--- src/rtl/top_level_pattern_counter.sv ---
// -----------------------------------------------------------------------------
// top_level_pattern_counter
//
// Purpose:
//   Counts occurrences of a 5-bit pattern P inside a 32-byte message held in a
//   256x8 data memory (dm1.core), then writes three result bytes back into
//   the same memory:
//     core[33] = CTB : in-byte windows equal to P            (0..128)
//     core[34] = CTO : bytes holding at least one such window (0..32)
//     core[35] = CTS : all 252 windows of the 256-bit string  (0..252)
//   The message is core[0..31], byte 0 most significant. P is core[32][7:3].
//
// Ports:
//   clk   in   1  rising-edge clock
//   reset in   1  asynchronous, active-low reset
//   start in   1  run request, honoured only in IDLE or DONE
//   done  out  1  high in DONE; rises 37 edges after the accepting edge
//
// Timing of one run (edge 0 = edge that accepts start):
//   edge 1        LOADP latches P
//   edges 2..33   SCAN, one message byte per edge
//   edges 34..36  WR33, WR34, WR35 write CTB, CTO, CTS
//   edge 37       done goes high (registered from the DONE state)
// -----------------------------------------------------------------------------

// -----------------------------------------------------------------------------
// data_memory
//
// Purpose:
//   256x8 single-port memory, combinational read, synchronous write.
//
// Ports:
//   clk   in   1  write clock
//   we    in   1  write enable
//   addr  in   8  shared read/write address
//   wdata in   8  write data
//   rdata out  8  combinational read data at addr
// -----------------------------------------------------------------------------
module data_memory (
    input  logic       clk,
    input  logic       we,
    input  logic [7:0] addr,
    input  logic [7:0] wdata,
    output logic [7:0] rdata
);

    logic [7:0] core [0:255];

    // NOTE: the array has no reset on purpose; its contents are preloaded
    // externally and must survive a reset of the controller.
    always_ff @(posedge clk) begin
        if (we) begin
            core[addr] <= wdata;
        end
    end

    assign rdata = core[addr];

endmodule

module top_level_pattern_counter (
    input  logic clk,
    input  logic reset,
    input  logic start,
    output logic done
);

    typedef enum logic [2:0] {
        IDLE,
        LOADP,
        SCAN,
        WR33,
        WR34,
        WR35,
        DONE
    } state_t;

    localparam logic [7:0] ADDR_PAT = 8'd32;
    localparam logic [7:0] ADDR_CTB = 8'd33;
    localparam logic [7:0] ADDR_CTO = 8'd34;
    localparam logic [7:0] ADDR_CTS = 8'd35;
    localparam logic [4:0] LAST_IDX = 5'd31;

    state_t     state;
    logic [4:0] idx;       // message byte being scanned
    logic [4:0] pat;       // latched pattern P
    logic [7:0] prev;      // previously scanned byte, for cross-byte windows
    logic [7:0] ctb;
    logic [7:0] cto;
    logic [7:0] cts;

    logic       mem_we;
    logic [7:0] mem_addr;
    logic [7:0] mem_wdata;
    logic [7:0] mem_rdata;

    logic [2:0] in_cnt;    // matches inside the current byte
    logic [2:0] cross_cnt; // matches straddling previous/current byte

    data_memory dm1 (
        .clk   (clk),
        .we    (mem_we),
        .addr  (mem_addr),
        .wdata (mem_wdata),
        .rdata (mem_rdata)
    );

    // Number of the four 5-bit windows [7:3],[6:2],[5:1],[4:0] of w equal to p.
    function automatic logic [2:0] count_windows(input logic [7:0] w,
                                                 input logic [4:0] p);
        logic [2:0] n;
        n = 3'd0;
        for (int k = 0; k < 4; k++) begin
            if (w[k +: 5] == p) begin
                n = n + 3'd1;
            end
        end
        return n;
    endfunction

    // Memory port steering. The write enable is decoded from the state, so an
    // asynchronous reset drops it immediately and no partial write lands.
    // NOTE: every output of this block gets a default first so no latch is
    // inferred for the states that do not touch the memory.
    always_comb begin
        mem_we    = 1'b0;
        mem_addr  = 8'd0;
        mem_wdata = 8'd0;
        case (state)
            LOADP: mem_addr = ADDR_PAT;
            SCAN:  mem_addr = {3'b000, idx};
            WR33: begin
                mem_we    = 1'b1;
                mem_addr  = ADDR_CTB;
                mem_wdata = ctb;
            end
            WR34: begin
                mem_we    = 1'b1;
                mem_addr  = ADDR_CTO;
                mem_wdata = cto;
            end
            WR35: begin
                mem_we    = 1'b1;
                mem_addr  = ADDR_CTS;
                mem_wdata = cts;
            end
            default: ;
        endcase
    end

    // Window matches for the byte currently on the read port. The cross-byte
    // string {prev[3:0], cur[7:4]} has exactly the four windows that span the
    // byte boundary; there is no boundary before byte 0.
    always_comb begin
        in_cnt    = count_windows(mem_rdata, pat);
        cross_cnt = (idx == 5'd0) ? 3'd0
                                  : count_windows({prev[3:0], mem_rdata[7:4]}, pat);
    end

    // NOTE: all state here is sequential and therefore uses non-blocking
    // assignments, so every register samples pre-edge values.
    always_ff @(posedge clk or negedge reset) begin
        if (!reset) begin
            state <= IDLE;
            idx   <= 5'd0;
            pat   <= 5'd0;
            prev  <= 8'd0;
            ctb   <= 8'd0;
            cto   <= 8'd0;
            cts   <= 8'd0;
            done  <= 1'b0;
        end else begin
            case (state)
                IDLE, DONE: begin
                    if (start) begin
                        idx   <= 5'd0;
                        prev  <= 8'd0;
                        ctb   <= 8'd0;
                        cto   <= 8'd0;
                        cts   <= 8'd0;
                        done  <= 1'b0;
                        state <= LOADP;
                    end else if (state == DONE) begin
                        // One-edge lag after WR35 gives the 37-edge latency.
                        done <= 1'b1;
                    end
                end

                LOADP: begin
                    pat   <= mem_rdata[7:3];
                    state <= SCAN;
                end

                SCAN: begin
                    ctb  <= ctb + {5'd0, in_cnt};
                    cto  <= cto + {7'd0, (in_cnt != 3'd0)};
                    cts  <= cts + {5'd0, in_cnt} + {5'd0, cross_cnt};
                    prev <= mem_rdata;
                    idx  <= idx + 5'd1;
                    if (idx == LAST_IDX) begin
                        state <= WR33;
                    end
                end

                WR33: state <= WR34;
                WR34: state <= WR35;
                WR35: state <= DONE;

                default: state <= IDLE;
            endcase
        end
    end

endmodule

--- config.mk ---
export PLATFORM = sky130hd
export DESIGN_NAME = top_level_pattern_counter
export DESIGN_NICKNAME = d
export VERILOG_FILES = /design/src/rtl/top_level_pattern_counter.sv
export SDC_FILE = /design/constraint.sdc
export NUM_CORES = 1
export LEC_CHECK = 0
export CORE_AREA = 5 5 42 44
export CTS_CLUSTER_SIZE = 28
export DETAILED_ROUTE_END_ITERATION = 6
export DIE_AREA = 0 0 47 49
export GPL_TIMING_DRIVEN = 0
export SKIP_CTS_REPAIR_TIMING = 1
export SLEW_MARGIN = 10
export SYNTH_ARGS = -nofsm -noshare
export SYNTH_HDL_FRONTEND = slang
export SYNTH_SLANG_ARGS = --single-unit
--- constraint.sdc ---
create_clock -name clk -period 3.3 [get_ports clk]
set_input_delay 0.495 -clock clk [delete_from_list [all_inputs] [get_ports clk]]
set_output_delay 0.495 -clock clk [all_outputs]
set_load 0.02 [all_outputs]
==> impl_metrics.yaml, run 1 <==
status:
  status: "completed"
setup_path:
  arrival_ns: 1.23
  endpoint_kind: "output pin"
  reg2reg_setup_slack_ns: 1.90
  ff2ff_path_depth: 4
  cpPeakStageDelay_ns: 0.61
  cp_max_fo: 3
  cp_slowest_cell: "clkdlybuf4s50_1"
  r2r-end: "idx[4]$_DFFE_PN0P_"
  critPathLaunchType: "register"
  cp_top_family: "buffers and inverters"
  cp.required_ns: 2.80
  critPathBufInv: 1
  path_cells: "clkdlybuf4s50_1"
  r2r_start: "idx[0]$_DFFE_PN0P_"
  critPathKind: "reg2out"
sta:
  maxSlewHeadroom_pct: 71.5
  skew_ns: 0.00338
  holdWs_ns: 0.522
  slew_violations: 0
  fmax_mhz: 580
  rsz0062_at_grt: "false"
  finalHoldViolCount: 0
  period_share_pct: 52.2
  tns_ns: 0
  setup_viol: 0
  tightestPinTransition_ns: 0.426
  period_minus_slack_ns: 1.72
finish:
  fill_cells: 144
  drive_gt1_share_pct: 15.4
  final_cells: 68
  layout_common_cells: "dfrtp_1 (9), o21ai_0 (4), nor2_1 (4)"
  finalNetCount: 58
  antenna_cells: 0
  final_common_cell: "dfrtp_1"
  syn2layout_area_growth_pct: 16.1
global_routing:
  grt_antenna_before_repair: 0
  track_usage_pct: 8.72
  grt_max_degree: 11
  grt_pass1_wl_mm: 1.36
  grt_overflow: 0
  grt_pass1_vias: 313
clock_tree:
  cts_tree: "built"
  h-tree-depth: 1
  cts_sinks: 9
  cts_buffer_depth: 2
  ctsRootBufferMaster: "clkbuf_4"
  clk_latency_ns: 0.26
  clk_pin_slew_worst_paths_ns: 0.06
  cts_made_buffers: 3
route:
  drtPass1Iterations: 2
  drc: 0
  finalWirelength_um: 846
  vias_per_cell: 5.21
  wire_per_inst_um: 12.4
  vias: 354
  drtIter0Drc: 1
  drtAntennaViolNets: 0
floorplan:
  io-pin-count: 4
  floorplan.initialDensity_pct: 33.8
  core_area_um2: 1400
  die_y_um: 49
  die_w_um: 47
  rows: 14
  fp.dieArea_um2: 2300
synth:
  synth_top_area_share_pct: 47.5
  synth_top_cell_by_area: "dfrtp_1"
  synth.distinct_cells: 23
  synthTopCellsByArea: "dfrtp_1 (47%), ha_1 (5.3%), mux2i_1 (4.2%)"
  synthCells: 45
  ys_warn_count: 0
  synth.avg_cell_area_um2: 10.5
  synth_area_um2: 474
  seq_area_frac_synth_pct: 47.5
  syn-num-nets: 50
  synth-seq-cells: 9
worst_hold_path:
  worstHoldStart: "idx[4]$_DFFE_PN0P_"
  whs_path_depth: 1
  holdPathEnd: "idx[4]$_DFFE_PN0P_"
  min_path_type: "reg2reg"
placed_design:
  hpwl_um: 616
  dpl.cell_count: 64
  gp_congestion: 0.729
  portBuffers: 3
power:
  irDropWorstVdd_mv: 0.362
  powerDensity_nw_per_um2: 864
  cellLeakagePower_nw: 0.252
flow_run:
  maxCapViolCount: 0
cell usage after synthesis, drive strengths merged:
| library cell | instances |
|---|---|
| or3b | 1 |
| dfrtp | 9 |
| o21ai | 4 |
| o2bb2ai | 2 |
| mux2 | 1 |
| nand2b | 3 |
| nor2 | 4 |
| ha | 2 |
| o22ai | 1 |
| and3 | 1 |
| a22o | 2 |
| inv | 1 |
| buf | 2 |
| a211oi | 1 |
| nor2b | 2 |
| mux2i | 2 |
| nand3 | 2 |
| nand2 | 2 |
| o211ai | 1 |
| nor3 | 1 |
| a21oi | 1 |
worst max path at each step:
stage / start / endpoint / slack, ns / cells past startpoint
2_1_floorplan: idx[0]$_DFFE_PN0P_ / idx[4]$_DFFE_PN0P_ / 1.96 / 4
4_1_cts: done$_DFFE_PN0P_ / done / 1.56 / 1
3_3_place_gp: start / idx[0]$_DFFE_PN0P_ / 1.53 / 4
5_1_grt: done$_DFFE_PN0P_ / done / 1.50 / 1
6_report: done$_DFFE_PN0P_ / done / 1.58 / 1
3_5_place_dp: start / idx[0]$_DFFE_PN0P_ / 1.52 / 4
kinds of logic (layout without fill, tap and decap cells):
logic type	Yosys count	count (layout)	synth area share [%]
simple gates	16	16	18.2
compound gates	12	12	18.2
flops	9	9	47.5
mux	3	3	6.60
buf+inv	3	10	4.22
fa+ha+maj	2	2	5.28
flip-flops by register name, summed over array words and instances (netlist names):
signal and flops:
idx 5, done 1, state 3
power breakdown:
| group | internal [W] | switching (W) |
|---|---|---|
| sequential | 0.000152 | 0.0000353 |
| combinational | 0.0000964 | 0.000105 |
| clock | 0.0000467 | 0.0000405 |
| total | 0.000295 | 0.000181 |
routing by layer:
| layer | part of all wire, % | global-route usage (%) | up-vias |
|---|---|---|---|
| li1 | - | - | 177 |
| met1 | 50 | 10.3 | 170 |
| met2 | 43 | 11.3 | 5 |
| met3 | 4.8 | 4.43 | 2 |
| met4 | 1.7 | 6.91 | 0 |
| met5 | 0 | 0 | - |
layout make-up:
class	count	area (um^2)	share of cell area [%]
Timing Repair Buffer	3	30.0	5.45
Clock buffer	4	26.3	4.77
Buffer	2	16.3	2.95
Tap cell	16	20.0	3.64
Sequential cell	9	225	40.9
Multi-Input combinational cell	33	229	41.6
Inverter	1	3.75	0.682
metrics by stage:
stage               setup WS [ns]  power (W)  instance area (um^2)  util (%)
floorplan                    1.96   0.000342                   474         -
global placement             1.53   0.000387                   524      37.4
detailed placement           1.52   0.000391                   524      37.4
CTS                          1.56   0.000483                   551      39.3
global route                 1.50   0.000518                   551      39.3
finish                       1.58   0.000476                   551      39.3
Power figures use the tool's default switching activity.
==> run 2, diff against run 1 <==
Clock period 3.3 ns to 1.45 ns, I/O delays scaled along.
==> run 2 against run 1 <==
Against the previous run: register-to-register slack lost 1.8 ns; critical path depth grew 3; routed wire length grew 0.12%; global-route usage is the same; via count is the same; largest power group unchanged; setup slack lost 1.5 ns; non-clock buffer count is the same; combinational power grew 130%; power grew 130%; clock power grew 130%; critical path type is now reg2reg; die area is the same.
==> impl_metrics.yaml, run 2 (synthesis results as in run 1) <==
power:
  combPwrFrac_pct: 42.4
  p_sw_w: 0.000412
  pwr-share-clk_pct: 18.3
  total_power_w: 0.00108
  swShare_pct: 38.1
  p_int_w: 0.000670
  cellLeakagePower_nw: 0.268
  irDropWorstVdd_mv: 0.820
  pwr-share-seq_pct: 39.3
  powerDensity_nw_per_um2: 1960
route:
  wire_per_inst_um: 12.5
  drtAntennaViolNets: 0
  vias: 354
  drc: 0
  finalWirelength_um: 847
  vias_per_cell: 5.21
  drtPass1Iterations: 2
  drtIter0Drc: 1
setup_path:
  critPathBufInv: 0
  r2r-end: "idx[4]$_DFFE_PN0P_"
  cp_slowest_cell: "dfrtp_1"
  endpoint_kind: "register"
  cp_max_fo: 3
  reg2reg_setup_slack_ns: 0.05
  crit_start: "idx[0]$_DFFE_PN0P_"
  path_cells: "ha_1, and3_1, ha_1, a22o_1"
  crit_cells: 4
  cpPeakStageDelay_ns: 0.40
  endpoint: "idx[4]$_DFFE_PN0P_"
  arrival_ns: 1.54
  critPathLaunchType: "register"
  ff2ff_path_depth: 4
  cp.required_ns: 1.60
  critPathKind: "reg2reg"
  r2r_start: "idx[0]$_DFFE_PN0P_"
  cp_top_family: "adder cells"
  crit_top_cell: "ha_1"
global_routing:
  grt_antenna_before_repair: 0
  grt_pass1_wl_mm: 1.36
  grt_overflow: 0
  grt_max_degree: 11
  track_usage_pct: 8.72
  grt_pass1_vias: 313
finish:
  drive_gt1_share_pct: 15.4
  top_register: "idx"
  largest_reg_flops: 5
  final_common_cell: "dfrtp_1"
  finalNetCount: 58
  final_cells: 68
  largestRegisters: "idx: 5 flops, state: 3 flops, done: 1 flops"
  layout_common_cells: "dfrtp_1 (9), nor2_1 (4), nand2b_1 (3), o21ai_0 (3), clkbuf_4 (3)"
  syn2layout_area_growth_pct: 16.6
  antenna_cells: 0
floorplan:
  floorplan.initialDensity_pct: 33.8
  io-pin-count: 4
  fp.dieArea_um2: 2300
  core_area_um2: 1400
  die_w_um: 47
  rows: 14
  die_y_um: 49
worst_hold_path:
  min_path_type: "in2async"
placed_design:
  hpwl_um: 616
  gp_congestion: 0.729
  dpl.cell_count: 64
  portBuffers: 3
flow_run:
  maxCapViolCount: 0
sta:
  slew_violations: 0
  skew_ns: 0.00338
  period_minus_slack_ns: 1.40
  maxSlewHeadroom_pct: 71.5
  setup_viol: 0
  rsz0062_at_grt: "false"
  period_share_pct: 96.3
  tightestPinTransition_ns: 0.426
  fmax_mhz: 716
  finalHoldViolCount: 0
  holdWs_ns: 0.257
clock_tree:
  cts_made_buffers: 3
  cts_buffer_depth: 2
  clk_pin_slew_worst_paths_ns: 0.07
  cts_tree: "built"
  clk_latency_ns: 0.26
  h-tree-depth: 1
  cts_sinks: 9
  ctsRootBufferMaster: "clkbuf_4"
status:
  status: "completed"
## run 2: how the worst min path moves through the flow
stage / endpoint / slack [ns] / cells after the start
3_5_place_dp: idx[4]$_DFFE_PN0P_ / 0.51 / 1
4_1_cts: state[1]$_DFFE_PN0P_ / 0.27 / 1
2_1_floorplan: done$_DFFE_PN0P_ / -0.08 / 0
6_report: state[1]$_DFFE_PN0P_ / 0.26 / 1
5_1_grt: done$_DFFE_PN0P_ / 0.27 / 1
3_3_place_gp: idx[4]$_DFFE_PN0P_ / 0.49 / 1
## run 2: routing by layer
| metal | share of wire (%) | wire length, um | global-route usage [%] | up-vias |
|---|---|---|---|---|
| met1 | 50 | 424 | 10.3 | 170 |
| met5 | 0 | 0 | 0 | - |
| met4 | 1.7 | 14 | 6.91 | 0 |
| li1 | - | - | - | 177 |
| met2 | 43 | 365 | 11.3 | 5 |
| met3 | 5.1 | 43 | 4.43 | 2 |
## run 2: cell type report
| class | count | area, um^2 |
|---|---|---|
| fillers | 144 | 848 |
| multi-input cells | 33 | 229 |
| flip-flops and latches | 9 | 225 |
| repair buffers | 3 | 32.5 |
| clock buffers | 4 | 26.3 |
| well taps | 16 | 20.0 |
| plain buffers | 2 | 16.3 |
| inverters | 1 | 3.75 |
## run 2: power groups by stage
stage	clock network [W]	logic (W)	registers, W
3_5_place_dp	0	0.000463	0.000428
4_1_cts	0.000210	0.000465	0.000424
5_1_grt	0.000224	0.000516	0.000438
6_report	0.000198	0.000458	0.000425
2_1_floorplan	0	0.000354	0.000424
3_3_place_gp	0	0.000454	0.000427
## run 2: worst register-to-register path, cell delays in order, from the launching register on
cell and delay (ns):
dfrtp_1 0.40, ha_1 0.23, and3_1 0.19, ha_1 0.27
a22o_1 0.21
## run 2: metrics by stage
stage	TNS [ns]	instance area, um^2	setup WS [ns]	util (%)
3_5_place_dp	-0.0510	524	-0.0510	37.4
4_1_cts	-0.0171	551	-0.0171	39.3
3_3_place_gp	-0.0424	524	-0.0424	37.4
6_report	0	553	0.0535	39.5
5_1_grt	0	553	0.0141	39.5
2_1_floorplan	0	474	0.112	-
